### config.mk
export PLATFORM = sky130hd
export DESIGN_NAME = pwm_duty_meter_flat
export DESIGN_NICKNAME = d
export VERILOG_FILES = /design/src/rtl/pwm_pkg.sv /design/src/rtl/pwm_duty_meter_if.sv /design/src/rtl/pwm_duty_divider.sv /design/src/rtl/pwm_duty_meter.sv /design/src/flat_wrapper.sv
export SDC_FILE = /design/constraint.sdc
export NUM_CORES = 1
export LEC_CHECK = 0
export ABC_AREA = 1
export BUFFER_PORTS_ARGS = -buffer_cell sky130_fd_sc_hd__buf_4
export CORE_ASPECT_RATIO = 1.75
export CORE_MARGIN = 1
export CORE_UTILIZATION = 39
export DETAILED_ROUTE_END_ITERATION = 7
export PLACE_DENSITY = 0.54
export SETUP_SLACK_MARGIN = 0.3
export SYNTH_ARGS = -nofsm -noshare
export SYNTH_HDL_FRONTEND = slang
export SYNTH_SLANG_ARGS = --single-unit
### constraint.sdc
create_clock -name CLK -period 6.3 [get_ports CLK]
set_clock_uncertainty 0.05 [all_clocks]
set_input_delay 0.945 -clock CLK [delete_from_list [all_inputs] [get_ports CLK]]
set_output_delay 0.945 -clock CLK [all_outputs]
set_load 0.01 [all_outputs]
### src/rtl/pwm_pkg.sv
// Shared PWM constants and types, used by both the PWM generator and the duty meter.
package pwm_pkg;

    localparam int unsigned DEF_CNT_W       = 24;
    localparam int unsigned DEF_SYNC_STAGES = 2;
    localparam int unsigned DEF_TIMEOUT_CYC = 5_000_000;
    localparam int unsigned DUTY_W          = 8;
    localparam int unsigned PCT_SCALE       = 100;
    // Extra numerator bits needed to hold high_time * PCT_SCALE
    localparam int unsigned PCT_EXT_W       = 7;

    typedef enum logic {
        ST_IDLE    = 1'b0,
        ST_MEASURE = 1'b1
    } meas_state_e;

endpackage

### src/rtl/pwm_duty_meter_if.sv
// Measurement bus of the PWM duty meter: PWM input in, period/high/duty results out.
interface pwm_duty_meter_if
    import pwm_pkg::*;
#(
    parameter int unsigned CNT_W = DEF_CNT_W
);

    logic              PWM_In;
    logic [CNT_W-1:0]  Period_Out;
    logic [CNT_W-1:0]  High_Out;
    logic [DUTY_W-1:0] Duty_Out;
    logic              Valid;
    logic              Timeout;

    modport master (
        output PWM_In,
        input  Period_Out, High_Out, Duty_Out, Valid, Timeout
    );

    modport slave (
        input  PWM_In,
        output Period_Out, High_Out, Duty_Out, Valid, Timeout
    );

endinterface

### src/rtl/pwm_duty_divider.sv
// Restoring divider for the duty percentage: one quotient bit per cycle, 8 bits total.
// Busy is held until the result has been latched by the consumer, giving a 10-cycle turnaround.
module pwm_duty_divider
    import pwm_pkg::*;
#(
    parameter int unsigned DEN_W = DEF_CNT_W,
    parameter int unsigned NUM_W = DEF_CNT_W + PCT_EXT_W
) (
    input  logic              CLK,
    input  logic              Rstn,
    input  logic              i_start,
    input  logic [NUM_W-1:0]  i_num,
    input  logic [DEN_W-1:0]  i_den,
    output logic              o_busy,
    output logic              o_done,
    output logic [DUTY_W-1:0] o_quot
);

    localparam int unsigned     STEP_W    = 4;
    localparam logic [STEP_W-1:0] LAST_ITER = STEP_W'(7);
    localparam logic [STEP_W-1:0] LAST_STEP = STEP_W'(9);

    logic [DEN_W-1:0]  r_rem;
    logic [DEN_W-1:0]  r_den;
    logic [DUTY_W-1:0] r_num;
    logic [DUTY_W-1:0] r_q;
    logic [STEP_W-1:0] r_step;
    logic              r_den_zero;

    logic              w_load;
    logic [DEN_W-1:0]  w_den;
    logic [DEN_W-1:0]  w_rem;
    logic              w_bit;
    logic [DEN_W:0]    w_trial;
    logic              w_ge;
    logic [DEN_W-1:0]  w_rem_nx;
    logic [DUTY_W-1:0] w_q_base;
    logic [DUTY_W-1:0] w_q_nx;

    assign w_load = i_start && (r_step == '0);

    // One restoring step; the load cycle already consumes the top quotient bit.
    always_comb begin
        w_den    = r_den;
        w_rem    = r_rem;
        w_bit    = r_num[DUTY_W-1];
        w_q_base = r_q;
        if (w_load) begin
            w_den    = i_den;
            w_rem    = DEN_W'(i_num[NUM_W-1:DUTY_W]);
            w_bit    = i_num[DUTY_W-1];
            w_q_base = '0;
        end
        w_trial  = {w_rem, w_bit};
        w_ge     = (w_trial >= {1'b0, w_den});
        w_rem_nx = w_ge ? DEN_W'(w_trial - {1'b0, w_den}) : w_trial[DEN_W-1:0];
        w_q_nx   = {w_q_base[DUTY_W-2:0], w_ge};
    end

    always_ff @(posedge CLK or negedge Rstn) begin
        if (!Rstn) begin
            r_rem      <= '0;
            r_den      <= '0;
            r_num      <= '0;
            r_q        <= '0;
            r_step     <= '0;
            r_den_zero <= 1'b0;
            o_busy     <= 1'b0;
            o_done     <= 1'b0;
            o_quot     <= '0;
        end else begin
            o_done <= 1'b0;
            if (w_load) begin
                r_rem      <= w_rem_nx;
                r_num      <= {i_num[DUTY_W-2:0], 1'b0};
                r_den      <= i_den;
                r_den_zero <= (i_den == '0);
                r_q        <= w_q_nx;
                r_step     <= STEP_W'(1);
                o_busy     <= 1'b1;
            end else if (r_step != '0) begin
                if (r_step <= LAST_ITER) begin
                    r_rem <= w_rem_nx;
                    r_num <= {r_num[DUTY_W-2:0], 1'b0};
                    r_q   <= w_q_nx;
                end
                if (r_step == LAST_ITER) begin
                    o_quot <= r_den_zero ? '0 : w_q_nx;
                    o_done <= 1'b1;
                end
                if (r_step == LAST_STEP) begin
                    r_step <= '0;
                    o_busy <= 1'b0;
                end else begin
                    r_step <= r_step + STEP_W'(1);
                end
            end
        end
    end

endmodule

### src/rtl/pwm_duty_meter.sv
// PWM duty meter: synchronises PWM_In, measures period/high time and reports the duty percentage.
// Optional macro PWM_GLITCH_FILT_EN inserts a 3-sample stability filter ahead of the edge detector.
module pwm_duty_meter
    import pwm_pkg::*;
#(
    parameter int unsigned      CNT_W       = DEF_CNT_W,
    parameter int unsigned      SYNC_STAGES = DEF_SYNC_STAGES,
    parameter logic [CNT_W-1:0] TIMEOUT_CYC = CNT_W'(DEF_TIMEOUT_CYC)
) (
    input  logic             CLK,
    input  logic             Rstn,
    pwm_duty_meter_if.slave  bus
);

    localparam int unsigned      NUM_W   = CNT_W + PCT_EXT_W;
    localparam logic [CNT_W-1:0] CNT_MAX = '1;

    logic [SYNC_STAGES-1:0] r_sync;
    logic                   r_prev;
    logic [CNT_W-1:0]       r_cnt;
    logic [CNT_W-1:0]       r_hi_cap;
    logic [CNT_W-1:0]       r_period;
    logic [CNT_W-1:0]       r_high;
    logic [DUTY_W-1:0]      r_duty;
    logic                   r_valid;
    logic                   r_timeout;
    meas_state_e            r_state;

    logic                   w_lvl;
    logic                   w_rise;
    logic                   w_fall;
    logic                   w_start;
    logic                   w_tmo_hit;
    logic [NUM_W-1:0]       w_num;
    logic                   w_busy;
    logic                   w_done;
    logic [DUTY_W-1:0]      w_quot;

    always_ff @(posedge CLK or negedge Rstn) begin
        if (!Rstn) r_sync <= '0;
        else       r_sync <= {r_sync[SYNC_STAGES-2:0], bus.PWM_In};
    end

`ifdef PWM_GLITCH_FILT_EN
    logic       r_filt_lvl;
    logic [1:0] r_stab_cnt;

    // Level follows the synchroniser only after 3 consecutive differing samples.
    always_ff @(posedge CLK or negedge Rstn) begin
        if (!Rstn) begin
            r_filt_lvl <= 1'b0;
            r_stab_cnt <= '0;
        end else if (r_sync[SYNC_STAGES-1] == r_filt_lvl) begin
            r_stab_cnt <= '0;
        end else if (r_stab_cnt == 2'd2) begin
            r_filt_lvl <= r_sync[SYNC_STAGES-1];
            r_stab_cnt <= '0;
        end else begin
            r_stab_cnt <= r_stab_cnt + 2'd1;
        end
    end

    assign w_lvl = r_filt_lvl;
`else
    assign w_lvl = r_sync[SYNC_STAGES-1];
`endif

    always_ff @(posedge CLK or negedge Rstn) begin
        if (!Rstn) r_prev <= 1'b0;
        else       r_prev <= w_lvl;
    end

    assign w_rise = w_lvl & ~r_prev;
    assign w_fall = ~w_lvl & r_prev;

    // Cycle counter restarts at 1 on each rise so it reads the period at the next rise.
    always_ff @(posedge CLK or negedge Rstn) begin
        if (!Rstn)               r_cnt <= '0;
        else if (w_rise)         r_cnt <= CNT_W'(1);
        else if (r_cnt != CNT_MAX) r_cnt <= r_cnt + CNT_W'(1);
    end

    assign w_start   = (r_state == ST_MEASURE) && w_rise && !r_timeout && !w_busy;
    assign w_num     = NUM_W'(r_hi_cap) * NUM_W'(PCT_SCALE);
    assign w_tmo_hit = (r_cnt == TIMEOUT_CYC) && !r_timeout && !w_rise;

    pwm_duty_divider #(
        .DEN_W (CNT_W),
        .NUM_W (NUM_W)
    ) u_div (
        .CLK     (CLK),
        .Rstn    (Rstn),
        .i_start (w_start),
        .i_num   (w_num),
        .i_den   (r_cnt),
        .o_busy  (w_busy),
        .o_done  (w_done),
        .o_quot  (w_quot)
    );

    always_ff @(posedge CLK or negedge Rstn) begin
        if (!Rstn) begin
            r_state   <= ST_IDLE;
            r_hi_cap  <= '0;
            r_period  <= '0;
            r_high    <= '0;
            r_duty    <= '0;
            r_valid   <= 1'b0;
            r_timeout <= 1'b0;
        end else begin
            r_valid <= 1'b0;
            if (w_done) begin
                r_duty  <= w_quot;
                r_valid <= 1'b1;
            end
            case (r_state)
                ST_IDLE: begin
                    if (w_rise) begin
                        r_state   <= ST_MEASURE;
                        r_timeout <= 1'b0;
                    end
                end
                ST_MEASURE: begin
                    if (w_fall) r_hi_cap <= r_cnt;
                    // A rise after a timeout only restarts the measurement.
                    if (w_rise) begin
                        if (r_timeout) begin
                            r_timeout <= 1'b0;
                        end else begin
                            r_period <= r_cnt;
                            r_high   <= r_hi_cap;
                        end
                    end
                end
            endcase
            if (w_tmo_hit) begin
                r_timeout <= 1'b1;
                r_duty    <= w_lvl ? DUTY_W'(PCT_SCALE) : '0;
                r_valid   <= 1'b1;
            end
        end
    end

    assign bus.Period_Out = r_period;
    assign bus.High_Out   = r_high;
    assign bus.Duty_Out   = r_duty;
    assign bus.Valid      = r_valid;
    assign bus.Timeout    = r_timeout;

endmodule

### src/flat_wrapper.sv
// flat-port wrapper written by rule: the top's interface ports become plain ports
module pwm_duty_meter_flat import pwm_pkg::*;
#(
    parameter int unsigned      CNT_W       = DEF_CNT_W,
    parameter int unsigned      SYNC_STAGES = DEF_SYNC_STAGES,
    parameter logic [CNT_W-1:0] TIMEOUT_CYC = CNT_W'(DEF_TIMEOUT_CYC)
)
  (CLK, Rstn, bus_PWM_In, bus_Period_Out, bus_High_Out, bus_Duty_Out, bus_Valid, bus_Timeout);
  pwm_duty_meter_if #(.CNT_W(CNT_W)) bus_i ();
  input  logic CLK;
  input  logic Rstn;
  input wire logic [$bits(bus_i.PWM_In)-1:0] bus_PWM_In;
  output wire logic [$bits(bus_i.Period_Out)-1:0] bus_Period_Out;
  output wire logic [$bits(bus_i.High_Out)-1:0] bus_High_Out;
  output wire logic [$bits(bus_i.Duty_Out)-1:0] bus_Duty_Out;
  output wire logic [$bits(bus_i.Valid)-1:0] bus_Valid;
  output wire logic [$bits(bus_i.Timeout)-1:0] bus_Timeout;
  assign bus_i.PWM_In = bus_PWM_In;
  assign bus_Period_Out = bus_i.Period_Out;
  assign bus_High_Out = bus_i.High_Out;
  assign bus_Duty_Out = bus_i.Duty_Out;
  assign bus_Valid = bus_i.Valid;
  assign bus_Timeout = bus_i.Timeout;
  pwm_duty_meter #(.CNT_W(CNT_W), .SYNC_STAGES(SYNC_STAGES), .TIMEOUT_CYC(TIMEOUT_CYC)) u_core (.CLK(CLK), .Rstn(Rstn), .bus(bus_i));
endmodule
* Yosys cells after proc, flatten, opt, wreduce, memory -nomap -nowiden
Index checks and enable logic that the tools add are counted.
** Storage, ports and cells
- Flip-flop bits (word level) :: 188
- Input port bits :: 3
- Output and inout port bits :: 58
- Logic and storage cells :: 93
** Operators by class
- Add/sub/neg operators :: 3
- $mul :: 1
- $lt $le $gt $ge :: 2
- Equal/unequal tests :: 4
- Mux-type cells :: 35
- Bitwise operators :: 6
- Reductions and logical operators :: 23
** Operators with widths (count)
- $mux 24 :: 8
- $mux 8 :: 6
- $mux 7 :: 5
- $mul 24x5->29 const B :: 1
- $ge 25x24->1 :: 1
- $add 24x1->24 const B :: 1
- $eq 24x23->1 const B :: 1
- $logic_not 24->1 :: 1
- $ne 24x24->1 const B :: 1
- $sub 24x24->24 :: 1
- $mux 1 :: 13
- $mux 4 :: 3
- $reduce_bool 2->1 :: 6
- $logic_and 1x1->1 :: 6
- $reduce_and 2->1 :: 3
- $reduce_and 3->1 :: 2
- $add 4x1->4 const B :: 1
- $eq 4x3->1 const B :: 1
- $eq 4x4->1 const B :: 1
- $le 4x3->1 const B :: 1
- $logic_not 4->1 :: 1
- $not 1->1 :: 4
- $reduce_bool 4->1 :: 1
- $logic_not 1->1 :: 3
- $and 1x1->1 :: 2

* Depth between registers and ports, before layout
- Depth in word-level cells :: 12
- Gate-level depth with buffers :: 30
- Depth with buffers taken out :: 30

* Hierarchy
Synthesis repeated with hierarchy kept, for this count alone.
** Unflattened totals
- Cell total of the unflattened synthesis :: 1811
- Area, all modules :: 13113.8 um2
** Modules (own cells, without submodules)
- pwm_duty_meter :: instances 1, cells an instance 953, area an instance 7533.5 um2
- pwm_duty_divider :: instances 1, cells an instance 858, area an instance 5580.4 um2

* Least setup slack after synthesis
OpenSTA, ideal clock, no wires.
- Path type :: reg-to-reg
- From :: register u_core.r_hi_cap[8]
- To :: register u_core.u_div.r_rem[19]
- Library setup time :: 125 ps
- Arrival :: 4233 ps
- Setup slack :: 1892 ps
- Cell stages (with the launch flop) :: 31
- Path buffers :: 1
- Period minus slack after synthesis :: 4408 ps
- Cell sequence :: dfrtp_1 ha_1 ha_1 inv_1 fa_1 inv_1 ha_1 nand2_1 inv_1 nand2_1 nand2_1 inv_1 nand2_1 nand2_1 nand2_1 or2_2 nand3_1 nand2_1 ha_1 nand2_1 nor2_1 inv_1 nor2_1 nand4_1 nand3_1 nand2_1 nand2_2 nor2_4 buf_4 nand3_1 nand3_1
** On the way
- Cells in the longest elaborated chain, start to end :: 7
** RTL lines
- start, declared :: RTL line pwm_duty_meter.sv:21 : logic [CNT_W-1:0] r_hi_cap;
- start signal, assigned :: RTL line pwm_duty_meter.sv:124 : if (w_fall) r_hi_cap <= r_cnt;
- $mul 24x5->29 (*) :: RTL line pwm_duty_meter.sv:84 : assign w_num = NUM_W'(r_hi_cap) * NUM_W'(PCT_SCALE);
- $mux 24 (*) :: RTL line pwm_duty_divider.sv:48 : if (w_load) begin
- $sub 24x24->24 / $ge 25x24->1 (equally long branches) :: RTL line pwm_duty_divider.sv:56, pwm_duty_divider.sv:55
- $mux 24 (*) :: RTL line pwm_duty_divider.sv:56 : w_rem_nx = w_ge ? DEN_W'(w_trial - {1'b0, w_den}) : w_trial[DEN_W-1:0];
- $mux 24 :: RTL line pwm_duty_divider.sv:82 : if (r_step <= LAST_ITER) begin
- $mux 24 :: RTL line pwm_duty_divider.sv:81 : end else if (r_step != '0) begin
- $mux 24 (*) :: RTL line pwm_duty_divider.sv:73 : if (w_load) begin
- end signal, assigned :: RTL line pwm_duty_divider.sv:74 : r_rem <= w_rem_nx;
- end signal, assigned :: RTL line pwm_duty_divider.sv:83 : r_rem <= w_rem_nx;
- end, declared :: RTL line pwm_duty_divider.sv:23 : logic [DEN_W-1:0] r_rem;
Mark *: on every way between the ends. The rest lies on a longest branch, timed or not. The select of a mux whose other input is x is not followed.
A chain may end at the register's enable or synchronous reset.

* Worst setup path in the final report
- From :: register u_core.r_hi_cap[5]
- To :: register u_core.u_div.r_rem[19]
** On the way
- Cells in the longest elaborated chain, start to end :: 7
** RTL lines (RTL line)
- $mul 24x5->29 (*) :: pwm_duty_meter.sv:84
- $mux 1 / $mux 24 (equally long branches) :: pwm_duty_divider.sv:48
- $sub 24x24->24 / $ge 25x24->1 (equally long branches) :: pwm_duty_divider.sv:56, pwm_duty_divider.sv:55
- $mux 24 (*) :: pwm_duty_divider.sv:56
- $mux 24 :: pwm_duty_divider.sv:82
- $mux 24 :: pwm_duty_divider.sv:81
- $mux 24 (*) :: pwm_duty_divider.sv:73
Marked as above.

==> impl_metrics.tcl <==
set metrics [dict create \
    category_of_the_worst_setup_path_capture_point "flip-flop" \
    detailed_routing_wirelength_on_met1_um 15680 \
    critical_path_launch_point_type "flip-flop" \
    average_size_of_a_mapped_cell_um2 7.532 \
    route.detailed.drc 0 \
    post_synth_and_or_nand_nor_area_fraction_pct 28.15 \
    h-tree-depth 4 \
    antenna_cells_inserted 0 \
    top_layer "met4" \
    rsz_0062_raised_after_global_routing "false" \
    timing.final.crit_period_ns 5.454 \
    slew-limit-headroom_pct 36.90 \
    crit_path_max_fanout 26 \
    cts_root_buffer "clkbuf_16" \
    fin_util_pct 44.30 \
    num_rows 86 \
    synth_enable_flop_cells 0 \
    cts_setup_buffers 0 \
    synthesis.yosys.warnings 0 \
    synth_top_cell_area_share_pct 37.25 \
    vias_per_cell 5.206 \
    vias_in_the_first_global_route 10877 \
    ant_nets 0 \
    worst_pin_slew_ns 0.9455 \
    mappedNetlistNets 1778 \
    area_of_combinational_cells_with_multiple_inputs_um2 6741 \
    yosys.area.top_type "dfrtp_1" \
    status "complete, no violations" \
    required_ns 6.64 \
    crit_slowest_cell "nor2_4" \
    postSynth.topFlopCell "dfrtp_1" \
    drt_first_iter_violations 680 \
    die-width_um 136.9 \
    final_count_of_pins_violating_max_slew 0 \
    die_h_um 238.2 \
    instances_no_fill 2106 \
    routed_wirelength_um 39120 \
    cts_tree "built" \
    numCtsBuffers 17 \
    final_common_cell "nand2_1" \
    clock_path_buffers 2 \
    detailroute.wirelength.met3_um 1042 \
    drtPass1Iterations 5 \
    placement.io_buffers 60 \
    design.core.area_um2 31420 \
    grt_antenna_before_repair 0 \
    cts.sink_count 185 \
    grt_start_max_net_pins 89 \
    asyncSetResetFlopFracSynth_pct 100.0 \
    path_clk_slew_ns 0.08 \
    grt_first_pass_wirelength_um 60840 \
    area.growth.synth_to_final_pct 11.99 \
    synth-compound-area-share_pct 9.262 \
    seq_area_frac_synth_pct 37.25 \
    share_of_post_route_cells_with_drive_strength_above_1_pct 9.591 \
    detail_route.wl_per_cell_um 18.57 \
    fillerInstances 3239 \
    synth.top_cells.by_area "dfrtp_1 (37%), nand2_1 (14%), ha_1 (11%)" \
    hold_viol_final 0 \
    drv.max_cap_violation_count 0 \
    highest_count_cells_in_the_layout_ignoring_fill_and_taps "nand2_1 (463), inv_1 (227), dfrtp_1 (185)" \
    clock_insertion_delay_worst_skew_ns 0.46 \
    layout_nets 1825 \
    floorplan.initialDensity_pct 39.55 \
    finalCritPeriodShare_pct 86.58 \
    place.detailed.hpwl_um 30880 \
    synthCells 1650 \
    critical_setup_path_class "flip-flop to flip-flop" \
    max_stage_delay_ns 0.55 \
    ys_ff_latch 185 \
    mappedNetlistArea_um2 12430 \
    overflow 0 \
    fp.dieArea_um2 32610 \
    power.density_cell_area_nw_per_um2 430.1 \
    synth.distinct_cells 41 \
    numPlacedInstances 2074 \
    totalNegativeSetupSlack_ns 0 \
    hold_wc_path_type "flip-flop to flip-flop" \
    final_weighted_congestion_in_routability_driven_placement 0.9456 \
    io_pins 61 \
    main_combinational_cell_family_by_area_after_synthesis "simple AND/OR/NAND/NOR gates" \
    track_usage_pct 25.14 \
    cellLeakagePower_nw 7.511 \
    route.vias.total 10963 \
    worst-endpoint-arrival_ns 5.79 \
    fmax_mhz 183.3 \
    synth_fa_ha_area_share_pct 13.79 \
    xor_xnor_cell_area_share_of_the_yosys_netlist_pct 1.550 \
    synthMuxAreaShare_pct 1.450 \
    routed-wl-met2_um 20010 \
    worst_ir_drop_vdd_mv 0.2675 \
    regArea_um2 4629 \
    finalSetupViolCount 0 \
    path_common_cell "nand2_1" \
]
## worst paths after layout
path	from	endpoint	slack [ns]	cells after the start
max	u_core.r_hi_cap[5]	u_core.u_div.r_rem[19]	0.85	25
min	u_core.r_sync[0]	u_core.r_sync[1]	0.30	0
max reg2reg	u_core.r_hi_cap[5]	u_core.u_div.r_rem[19]	0.85	25
min reg2reg	u_core.r_sync[0]	u_core.r_sync[1]	0.30	0
max in group asynchronous	Rstn	u_core.r_hi_cap[18]	4.52	2
min in group asynchronous	Rstn	u_core.r_sync[1]	0.50	1
## logic make-up after synthesis
kind of cell / count (synthesis)
adder cells (fa/ha/maj): 125
flip-flops: 185
AO/OA/AOI/OAI: 218
buffers and inverters: 277
XOR/XNOR: 22
multiplexers: 16
AND/OR/NAND/NOR: 807
## flip-flops by register name, summed over array words and instances, names as in the netlist
signal                   cells
u_core.bus.Duty_Out          8
u_core.u_div.r_q             7
u_core.u_div.o_quot          8
u_core.u_div.r_den          24
u_core.u_div.r_step          4
u_core.u_div.r_den_zero      1
u_core.bus.Period_Out       24
u_core.u_div.o_done          1
u_core.u_div.o_busy          1
u_core.r_cnt                24
u_core.u_div.r_num           5
u_core.r_prev                1
u_core.bus.Timeout           1
u_core.r_state               1
u_core.bus.High_Out         24
u_core.u_div.r_rem          24
u_core.r_sync                2
u_core.r_hi_cap             24
u_core.bus.Valid             1
## layout make-up
type / count / area share, %
repair buffers: 73 / 3.982
inverters: 232 / 6.257
well taps: 396 / 3.560
clock inverters: 15 / 1.447
flip-flops and latches: 185 / 33.26
multi-input cells: 1188 / 48.44
clock buffers: 17 / 3.056
## synth_stat cells (2+ instances only)
| cell type | count |
|---|---|
| o21ai_1 | 2 |
| a211oi_1 | 3 |
| ha_1 | 105 |
| o31ai_1 | 10 |
| nand4_1 | 36 |
| nor4_1 | 9 |
| or2_2 | 31 |
| inv_1 | 227 |
| fa_1 | 20 |
| nand3b_1 | 8 |
| buf_4 | 4 |
| buf_1 | 2 |
| nand3_1 | 126 |
| a21oi_1 | 58 |
| dfrtp_1 | 185 |
| nor2_1 | 105 |
| xor2_1 | 16 |
| o21bai_1 | 4 |
| and2_1 | 4 |
| buf_2 | 5 |
| nand2_1 | 463 |
| nor2_4 | 2 |
| o21ai_0 | 131 |
| xnor2_1 | 6 |
| a31oi_1 | 6 |
| nor3_1 | 16 |
| inv_2 | 4 |
| o22ai_1 | 2 |
| clkbuf_1 | 33 |
| mux2_2 | 16 |
## where the power goes
part | switching (W) | internal [W]
Sequential | 0.000180 | 0.00151
Combinational | 0.00205 | 0.00111
Clock | 0.000591 | 0.000556
## per-layer routing
metal	vias to the layer above	GRT usage, %
met5	-	0
met4	0	15.05
met3	86	2.634
met2	256	44.52
met1	5171	28.57
li1	5450	-
## stage by stage
step	hold slack, ns	total power (W)	setup WS [ns]	cell area (um^2)
after detailed placement	0.2847	0.004840	0.7014	13290
after global placement	0.2817	0.004815	0.7184	13290
after CTS	0.2998	0.006014	0.6640	13910
final	0.2979	0.005986	0.8456	13920
after floorplan	0.2812	0.003995	1.892	12430
after global routing	0.3132	0.006523	0.4273	13920
## critical path, delay by kind of cell, from the launching register on
family        cells  cell delay, ns
buf+inv           1            0.07
flops             1            0.50
fa+ha+maj         5            1.84
simple gates     19            2.89
## what timing repair did
action / CTS / global route
resized for setup: 0 / 1
setup endpoints to repair: 0 / 24
hold buffers: 0 / 0
Note: power is estimated with default switching activity, not from simulation.
